[src/rtl/sha256_block_padder.sv]
// sha256_block_padder: reads an NUM_OF_WORDS-word message from memory, applies
// SHA-256 padding (0x80000000 delimiter, zero fill, 64-bit bit length) and
// hands out complete 512-bit blocks over a valid/ready handshake.
// Optional macro SHA256_PADDER_PREFETCH_EN adds a second 16-word buffer so the
// next block is fetched and padded while the current one waits in HOLD.
module sha256_block_padder #(
  parameter int NUM_OF_WORDS = 20
) (
  input  logic         clk,
  input  logic         reset_n,
  input  logic         start,
  input  logic [15:0]  message_addr,
  output logic         done,
  output logic         mem_clk,
  output logic         mem_we,
  output logic [15:0]  mem_addr,
  input  logic [31:0]  mem_read_data,
  output logic         block_valid,
  input  logic         block_ready,
  output logic [511:0] block_data,
  output logic         block_last,
  output logic [7:0]   block_index
);

  localparam int          NB       = (NUM_OF_WORDS + 3 + 15) / 16;
  localparam logic [63:0] MSG_BITS = 64'(NUM_OF_WORDS) * 64'd32;
  localparam logic [8:0]  LAST_BLK = 9'(NB - 1);

  typedef enum logic [1:0] {IDLE, FETCH, PAD, HOLD} state_t;

  state_t      state;
  logic [15:0] base;
  logic [8:0]  blk;
  logic [8:0]  blk_nxt;
  logic [4:0]  fc;
  logic [4:0]  k_cur;
  logic [4:0]  k_nxt;
  logic        a_vld_p0;
  logic [3:0]  a_slot_p0;
  logic        d_vld_p1;
  logic [3:0]  d_slot_p1;
  logic        xfer;
  logic [31:0] buf_q   [16];
  logic [31:0] pad_blk [16];
`ifdef SHA256_PADDER_PREFETCH_EN
  logic [31:0] obuf_q  [16];
  logic        pend;
`endif

  // Number of message words that land in block b (0..16).
  function automatic logic [4:0] words_in(input logic [8:0] b);
    int rem;
    rem = NUM_OF_WORDS - 16 * int'(b);
    if (rem >= 16)     return 5'd16;
    else if (rem <= 0) return 5'd0;
    else               return 5'(rem);
  endfunction

  // Padding content of a slot that carries no message word.
  function automatic logic [31:0] pad_word(input logic [8:0] b, input logic [3:0] s);
    int gidx;
    gidx = 16 * int'(b) + int'(s);
    if (gidx == NUM_OF_WORDS)            return 32'h8000_0000;
    else if (b == LAST_BLK && s == 4'd14) return MSG_BITS[63:32];
    else if (b == LAST_BLK && s == 4'd15) return MSG_BITS[31:0];
    else                                  return 32'd0;
  endfunction

  assign mem_clk = clk;
  assign mem_we  = 1'b0;

  // Block bookkeeping and the padded view of the working buffer.
  always_comb begin
    blk_nxt = blk + 9'd1;
    k_cur   = words_in(blk);
    k_nxt   = words_in(blk_nxt);
    xfer    = block_valid && block_ready;
    for (int s = 0; s < 16; s++) begin
      pad_blk[s] = (5'(s) < k_cur) ? buf_q[s] : pad_word(blk, 4'(s));
    end
  end

  // Pack the presented buffer, word 0 in the top bits.
  always_comb begin
    block_data = '0;
    for (int s = 0; s < 16; s++) begin
`ifdef SHA256_PADDER_PREFETCH_EN
      block_data[511-32*s -: 32] = obuf_q[s];
`else
      block_data[511-32*s -: 32] = buf_q[s];
`endif
    end
  end

  // Control FSM, address issue, read capture and block handoff.
  always_ff @(posedge clk or negedge reset_n) begin
    if (!reset_n) begin
      state       <= IDLE;
      done        <= 1'b1;
      mem_addr    <= 16'd0;
      block_valid <= 1'b0;
      block_last  <= 1'b0;
      block_index <= 8'd0;
      base        <= 16'd0;
      blk         <= 9'd0;
      fc          <= 5'd0;
      a_vld_p0    <= 1'b0;
      a_slot_p0   <= 4'd0;
      d_vld_p1    <= 1'b0;
      d_slot_p1   <= 4'd0;
      for (int s = 0; s < 16; s++) buf_q[s] <= 32'd0;
`ifdef SHA256_PADDER_PREFETCH_EN
      for (int s = 0; s < 16; s++) obuf_q[s] <= 32'd0;
      pend <= 1'b0;
`endif
    end else begin
      // stage p0 -> p1: address accepted by memory, data arrives next cycle
      d_vld_p1  <= a_vld_p0;
      d_slot_p1 <= a_slot_p0;
      // stage p1 -> buffer: capture the read word into its slot
      if (d_vld_p1) buf_q[d_slot_p1] <= mem_read_data;
`ifdef SHA256_PADDER_PREFETCH_EN
      if (xfer) block_valid <= 1'b0;
`endif
      case (state)
        IDLE: begin
          if (start) begin
            base      <= message_addr;
            blk       <= 9'd0;
            fc        <= 5'd0;
            mem_addr  <= message_addr;
            a_vld_p0  <= 1'b1;
            a_slot_p0 <= 4'd0;
            done      <= 1'b0;
            state     <= FETCH;
          end
        end
        FETCH: begin
          fc <= fc + 5'd1;
          if ((fc + 5'd1) < k_cur) begin
            mem_addr  <= mem_addr + 16'd1;
            a_vld_p0  <= 1'b1;
            a_slot_p0 <= a_slot_p0 + 4'd1;
          end else begin
            a_vld_p0  <= 1'b0;
          end
          if (fc == k_cur) state <= PAD;
        end
        PAD: begin
          for (int s = 0; s < 16; s++) buf_q[s] <= pad_blk[s];
`ifdef SHA256_PADDER_PREFETCH_EN
          if (!block_valid || xfer) begin
            for (int s = 0; s < 16; s++) obuf_q[s] <= pad_blk[s];
            block_valid <= 1'b1;
            block_last  <= (blk == LAST_BLK);
            block_index <= blk[7:0];
            if (blk == LAST_BLK) begin
              state <= HOLD;
            end else begin
              blk       <= blk_nxt;
              fc        <= 5'd0;
              mem_addr  <= base + 16'({blk_nxt, 4'b0000});
              a_vld_p0  <= (k_nxt != 5'd0);
              a_slot_p0 <= 4'd0;
              state     <= FETCH;
            end
          end else begin
            pend  <= 1'b1;
            state <= HOLD;
          end
`else
          block_valid <= 1'b1;
          block_last  <= (blk == LAST_BLK);
          block_index <= blk[7:0];
          state       <= HOLD;
`endif
        end
        HOLD: begin
`ifdef SHA256_PADDER_PREFETCH_EN
          if (xfer) begin
            if (block_last) begin
              state <= IDLE;
              done  <= 1'b1;
            end else if (pend) begin
              for (int s = 0; s < 16; s++) obuf_q[s] <= buf_q[s];
              block_valid <= 1'b1;
              block_last  <= (blk == LAST_BLK);
              block_index <= blk[7:0];
              pend        <= 1'b0;
              if (blk != LAST_BLK) begin
                blk       <= blk_nxt;
                fc        <= 5'd0;
                mem_addr  <= base + 16'({blk_nxt, 4'b0000});
                a_vld_p0  <= (k_nxt != 5'd0);
                a_slot_p0 <= 4'd0;
                state     <= FETCH;
              end
            end
          end
`else
          if (xfer) begin
            block_valid <= 1'b0;
            if (block_last) begin
              state <= IDLE;
              done  <= 1'b1;
            end else begin
              blk       <= blk_nxt;
              fc        <= 5'd0;
              mem_addr  <= base + 16'({blk_nxt, 4'b0000});
              a_vld_p0  <= (k_nxt != 5'd0);
              a_slot_p0 <= 4'd0;
              state     <= FETCH;
            end
          end
`endif
        end
        default: state <= IDLE;
      endcase
    end
  end

endmodule

[config.mk]
export PLATFORM = sky130hd
export DESIGN_NAME = sha256_block_padder
export DESIGN_NICKNAME = d
export VERILOG_FILES = /design/src/rtl/sha256_block_padder.sv
export SDC_FILE = /design/constraint.sdc
export NUM_CORES = 1
export LEC_CHECK = 0
export CORE_AREA = 2 2 229 231
export CTS_CLUSTER_SIZE = 12
export DETAILED_ROUTE_END_ITERATION = 10
export DIE_AREA = 0 0 231 233
export PLACE_DENSITY = 0.77
export SKIP_CTS_REPAIR_TIMING = 1
export SYNTH_ARGS = -nofsm -noshare
export SYNTH_HDL_FRONTEND = slang
export SYNTH_SLANG_ARGS = --single-unit
export TNS_END_PERCENT = 100
[constraint.sdc]
create_clock -name clk -period 6.6 [get_ports clk]
set_input_delay 1.98 -clock clk [delete_from_list [all_inputs] [get_ports clk]]
set_output_delay 1.98 -clock clk [all_outputs]
set_load 0.02 [all_outputs]
# Word-level counts from Yosys, hierarchy flattened

Cells that the tools add are included.

$add $sub $neg: 22
Magnitude comparators: 23
Eq/ne operators: 42
Mux-type cells: 75
Bitwise logic cells: 1
Reductions and logical operators: 31

Operator list:

| cell                                                            | number |
|---|---|
| 2-to-1 mux 32 bit                                               | 32 |
| 2-to-1 mux 512 bit                                              | 2 |
| bitwise mux 512 bit                                             | 1 |
| equality test 14 x 5 -> 1 bit, second input constant            | 15 |
| demux 32 bit (select 4 bit)                                     | 1 |
| adder 13 x 4 -> 14 bit, second input constant                   | 8 |
| 2-to-1 mux 16 bit                                               | 4 |
| adder 13 x 3 -> 14 bit, second input constant                   | 4 |
| one-hot mux 16 bit (3 select lines)                             | 1 |
| inequality test 2 bit, second input constant                    | 22 |
| less-than comparator 4 x 5 -> 1 bit, first input constant       | 8 |
| AND reduction 2 bit                                             | 18 |
| 2-to-1 mux 5 bit                                                | 7 |
| adder 13 x 2 -> 14 bit, second input constant                   | 2 |
| >= comparator 14 x 6 -> 1 bit, second input constant            | 2 |
| less-or-equal comparator 14 x 1 -> 1 bit, second input constant | 2 |
| subtractor 5 x 13 -> 14 bit, first input constant               | 2 |
| 2-to-1 mux 9 bit                                                | 3 |
| less-than comparator 3 x 5 -> 1 bit, first input constant       | 4 |
| one-hot mux 9 bit (2 select lines)                              | 1 |
| adder 16 x 1 -> 16 bit, second input constant                   | 1 |
| adder 16 x 13 -> 16 bit                                         | 1 |
| 2-to-1 mux 4 bit                                                | 4 |
| one-hot mux 5 bit (3 select lines)                              | 1 |
| other kinds (29)                                                | 48 |

Flip-flop bits (word level): 581
Input port bits: 52
Output and inout bits: 541

# Logic depth before layout (Yosys ltp)

Depth in word-level cells: 9
Gate-level depth with buffers: 16
Mapped depth without buffers: 13

==> results.json <==
{
  "synth_area_um2": 24400,
  "detail-route-antenna-nets": 0,
  "r2r_cells": 14,
  "worstSetupStartpoint": "clk",
  "power.share.switching_pct": 40.8,
  "power.leakage_nw": 14.6,
  "finalMaxSlewViolations": 0,
  "ys_seq_elements": 581,
  "synth_warn": 0,
  "pwr-share-clk_pct": 18.3,
  "comb_power_share_pct": 47.7,
  "path_clk_slew_ns": 0.06,
  "vias": 21447,
  "utilization_pct": 63.9,
  "worst-slew-pin-transition_ns": 1.30,
  "power.total_w": 0.0182,
  "clock_insertion_delay_worst_skew_ns": 0.75,
  "detail_route.iter0.violations": 1929,
  "arrival_ns": 4.07,
  "timing.setup.critical_path_class": "clock port to primary output",
  "cts_tree": "yes",
  "timing.setup.tns_ns": 0,
  "endpoint_kind": "primary output",
  "fin_skew_ns": 0.0174,
  "grt_start_max_net_pins": 214,
  "num_rows": 83,
  "pwr-share-seq_pct": 34.0,
  "nFillCells": 4034,
  "area.growth.synth_to_final_pct": 34.1,
  "grtUsageTotal_pct": 32.9,
  "critPathCapture": "mem_clk",
  "synth_cell_type_count": 74,
  "syn_inst": 2513,
  "power_density_nw_per_um2": 558,
  "reg2reg_from": "blk[4]$_DFFE_PN0P_",
  "synth_edf_count": 0,
  "slew-limit-headroom_pct": 13.1,
  "detail_route.wl_per_cell_um": 24.1,
  "holdWs_ns": 0.421,
  "vias_per_cell": 5.77,
  "synth_area_per_cell_um2": 9.69,
  "drc": 0,
  "worst_hold_check_path_type": "register to register",
  "path_max_fanout": 2,
  "final-instance-count-excl-fill": 3718,
  "worst_r2r_endpoint": "mem_addr[12]$_DFFE_PN0P_",
  "post-place-cells": 3615,
  "io_pins": 593,
  "start_util_pct": 47.7,
  "grt_overflow": 0,
  "critical_path.startpoint_type": "clock port",
  "syn-num-nets": 2593,
  "synth_ff_type": "sky130_fd_sc_hd__dfrtp_1",
  "cp.required_ns": 4.62,
  "dr.pass1.iters": 6,
  "ir_drop_mv": 0.394,
  "switchingPower_w": 0.00744,
  "hold_violations": 0,
  "timing.max_cap.violations": 0,
  "die_h_um": 233,
  "dieArea_um2": 53800,
  "drive_gt1_share_pct": 6.09,
  "die_w_um": 231,
  "buffer_ports.inserted": 591,
  "fp.coreArea_um2": 51100,
  "worst_reg2reg_setup_slack_ns": 2.61,
  "p_int_w": 0.0108,
  "drt-total-wl_um": 89600,
  "synthArstFlopShare_pct": 100,
  "setup_viol_count_final": 0,
  "first_global_vias": 20980,
  "final_nets": 3079,
  "grt_pass1_wl_um": 132000,
  "place_hpwl_um": 60800,
  "status": "finished, final reports clean",
  "synth_sequential_area_ratio_pct": 59.7,
  "gp_congestion": 0.884,
  "antenna_found_initial": 0,
  "grt_setup_unrepaired": "false"
}
## critical path, stage by stage
cell and delay, ns:
sky130_fd_sc_hd__clkbuf_16 0.12, sky130_fd_sc_hd__clkbuf_16 0.12, sky130_fd_sc_hd__clkdlybuf4s50_1 0.52
## cells by family after synthesis
family | count (synthesis) | synth area share (%)
XOR/XNOR | 19 | 0.683
flip-flops | 581 | 59.7
other | 1 | 0.0154
buffers and inverters | 230 | 3.75
AO/OA/AOI/OAI | 516 | 13.7
adder cells (fa/ha/maj) | 28 | 1.47
AND/OR/NAND/NOR | 1103 | 19.1
multiplexers | 35 | 1.58
## layer usage
layer | track usage, % | wire length (um) | vias up
met5 | 0 | 0 | -
met1 | 40.4 | 33500 | 10613
li1 | - | - | 9423
met3 | 7.90 | 8050 | 280
met2 | 51.8 | 42000 | 1131
met4 | 22.1 | 6000 | 0
## sequential cells by signal, indices dropped and copies added (netlist names)
register     count
blk              9
base            16
done             1
state            2
a_vld_p0         1
mem_addr        16
d_slot_p1        4
a_slot_p0        4
block_data     512
block_last       1
fc               5
block_valid      1
block_index      8
d_vld_p1         1
## metrics by stage
step	setup slack [ns]	instance area, um2
final	0.548	32700
after global routing	0.530	32700
after CTS	0.540	32700
after detailed placement	0.812	30800
after global placement	0.812	30800
after floorplan	1.19	24400
## Yosys cell counts (8+ instances only)
master / count / area share (%)
sky130_fd_sc_hd__nor2b_1: 36 / 0.92
sky130_fd_sc_hd__dfrtp_1: 580 / 60
sky130_fd_sc_hd__nor2_1: 47 / 0.72
sky130_fd_sc_hd__buf_1: 10 / 0.15
sky130_fd_sc_hd__mux2_2: 28 / 1.3
sky130_fd_sc_hd__o211ai_1: 8 / 0.25
sky130_fd_sc_hd__a21oi_1: 25 / 0.51
sky130_fd_sc_hd__ha_1: 27 / 1.4
sky130_fd_sc_hd__nor3_1: 16 / 0.33
sky130_fd_sc_hd__o21ai_0: 283 / 5.8
sky130_fd_sc_hd__a22o_1: 131 / 4.7
sky130_fd_sc_hd__nand2_1: 797 / 12
sky130_fd_sc_hd__clkbuf_1: 173 / 2.7
sky130_fd_sc_hd__xnor2_1: 12 / 0.43
sky130_fd_sc_hd__inv_1: 22 / 0.34
sky130_fd_sc_hd__buf_2: 20 / 0.41
sky130_fd_sc_hd__nand3_1: 140 / 2.9
sky130_fd_sc_hd__nand4_1: 9 / 0.23
## worst min-delay path by stage
stage | to | slack, ns | cells past startpoint | from
final | d_slot_p1[3]$_DFF_PN0_ | 0.42 | 0 | a_slot_p0[3]$_DFFE_PN0P_
after floorplan | d_vld_p1$_DFF_PN0_ | 0.35 | 0 | a_vld_p0$_DFFE_PN0P_
after global placement | d_vld_p1$_DFF_PN0_ | 0.40 | 0 | a_vld_p0$_DFFE_PN0P_
after CTS | d_slot_p1[3]$_DFF_PN0_ | 0.42 | 0 | a_slot_p0[3]$_DFFE_PN0P_
after detailed placement | d_slot_p1[3]$_DFF_PN0_ | 0.41 | 0 | a_slot_p0[3]$_DFFE_PN0P_
after global routing | d_slot_p1[3]$_DFF_PN0_ | 0.43 | 0 | a_slot_p0[3]$_DFFE_PN0P_
## power groups by stage
stage               clock network, W  registers (W)  logic (W)
global placement           0.0000203        0.00614    0.00847
global route                 0.00352        0.00636    0.00920
detailed placement         0.0000203        0.00621    0.00866
floorplan                  0.0000177        0.00782    0.00256
finish                       0.00334        0.00619    0.00870
CTS                          0.00337        0.00617    0.00870
## cell usage in the layout (no fill, tap or decap), types with 20 or more instances in the layout
cell type                         instances
sky130_fd_sc_hd__o21ai_0                283
sky130_fd_sc_hd__clkbuf_1                20
sky130_fd_sc_hd__ha_1                    26
sky130_fd_sc_hd__nand3_1                139
sky130_fd_sc_hd__nand2_1                797
sky130_fd_sc_hd__clkdlybuf4s50_1        590
sky130_fd_sc_hd__buf_4                   35
sky130_fd_sc_hd__clkbuf_16               62
sky130_fd_sc_hd__dfrtp_1                580
sky130_fd_sc_hd__inv_1                   22
sky130_fd_sc_hd__a22o_1                 131
sky130_fd_sc_hd__a21oi_1                 25
sky130_fd_sc_hd__nor2b_1                 36
sky130_fd_sc_hd__nor2_1                  31
sky130_fd_sc_hd__mux2_2                  28
## final cells by class
type / count / area (um2) / area share (%)
flip-flops and latches: 581 / 14500 / 44.5
multi-input cells: 1702 / 9030 / 27.7
repair buffers: 629 / 6250 / 19.1
clock buffers: 91 / 1750 / 5.35
well taps: 680 / 851 / 2.61
clock inverters: 12 / 146 / 0.448
inverters: 22 / 82.6 / 0.253
diodes: 1 / 2.50 / 0.00766
Note: power is estimated with default switching activity, not from simulation.
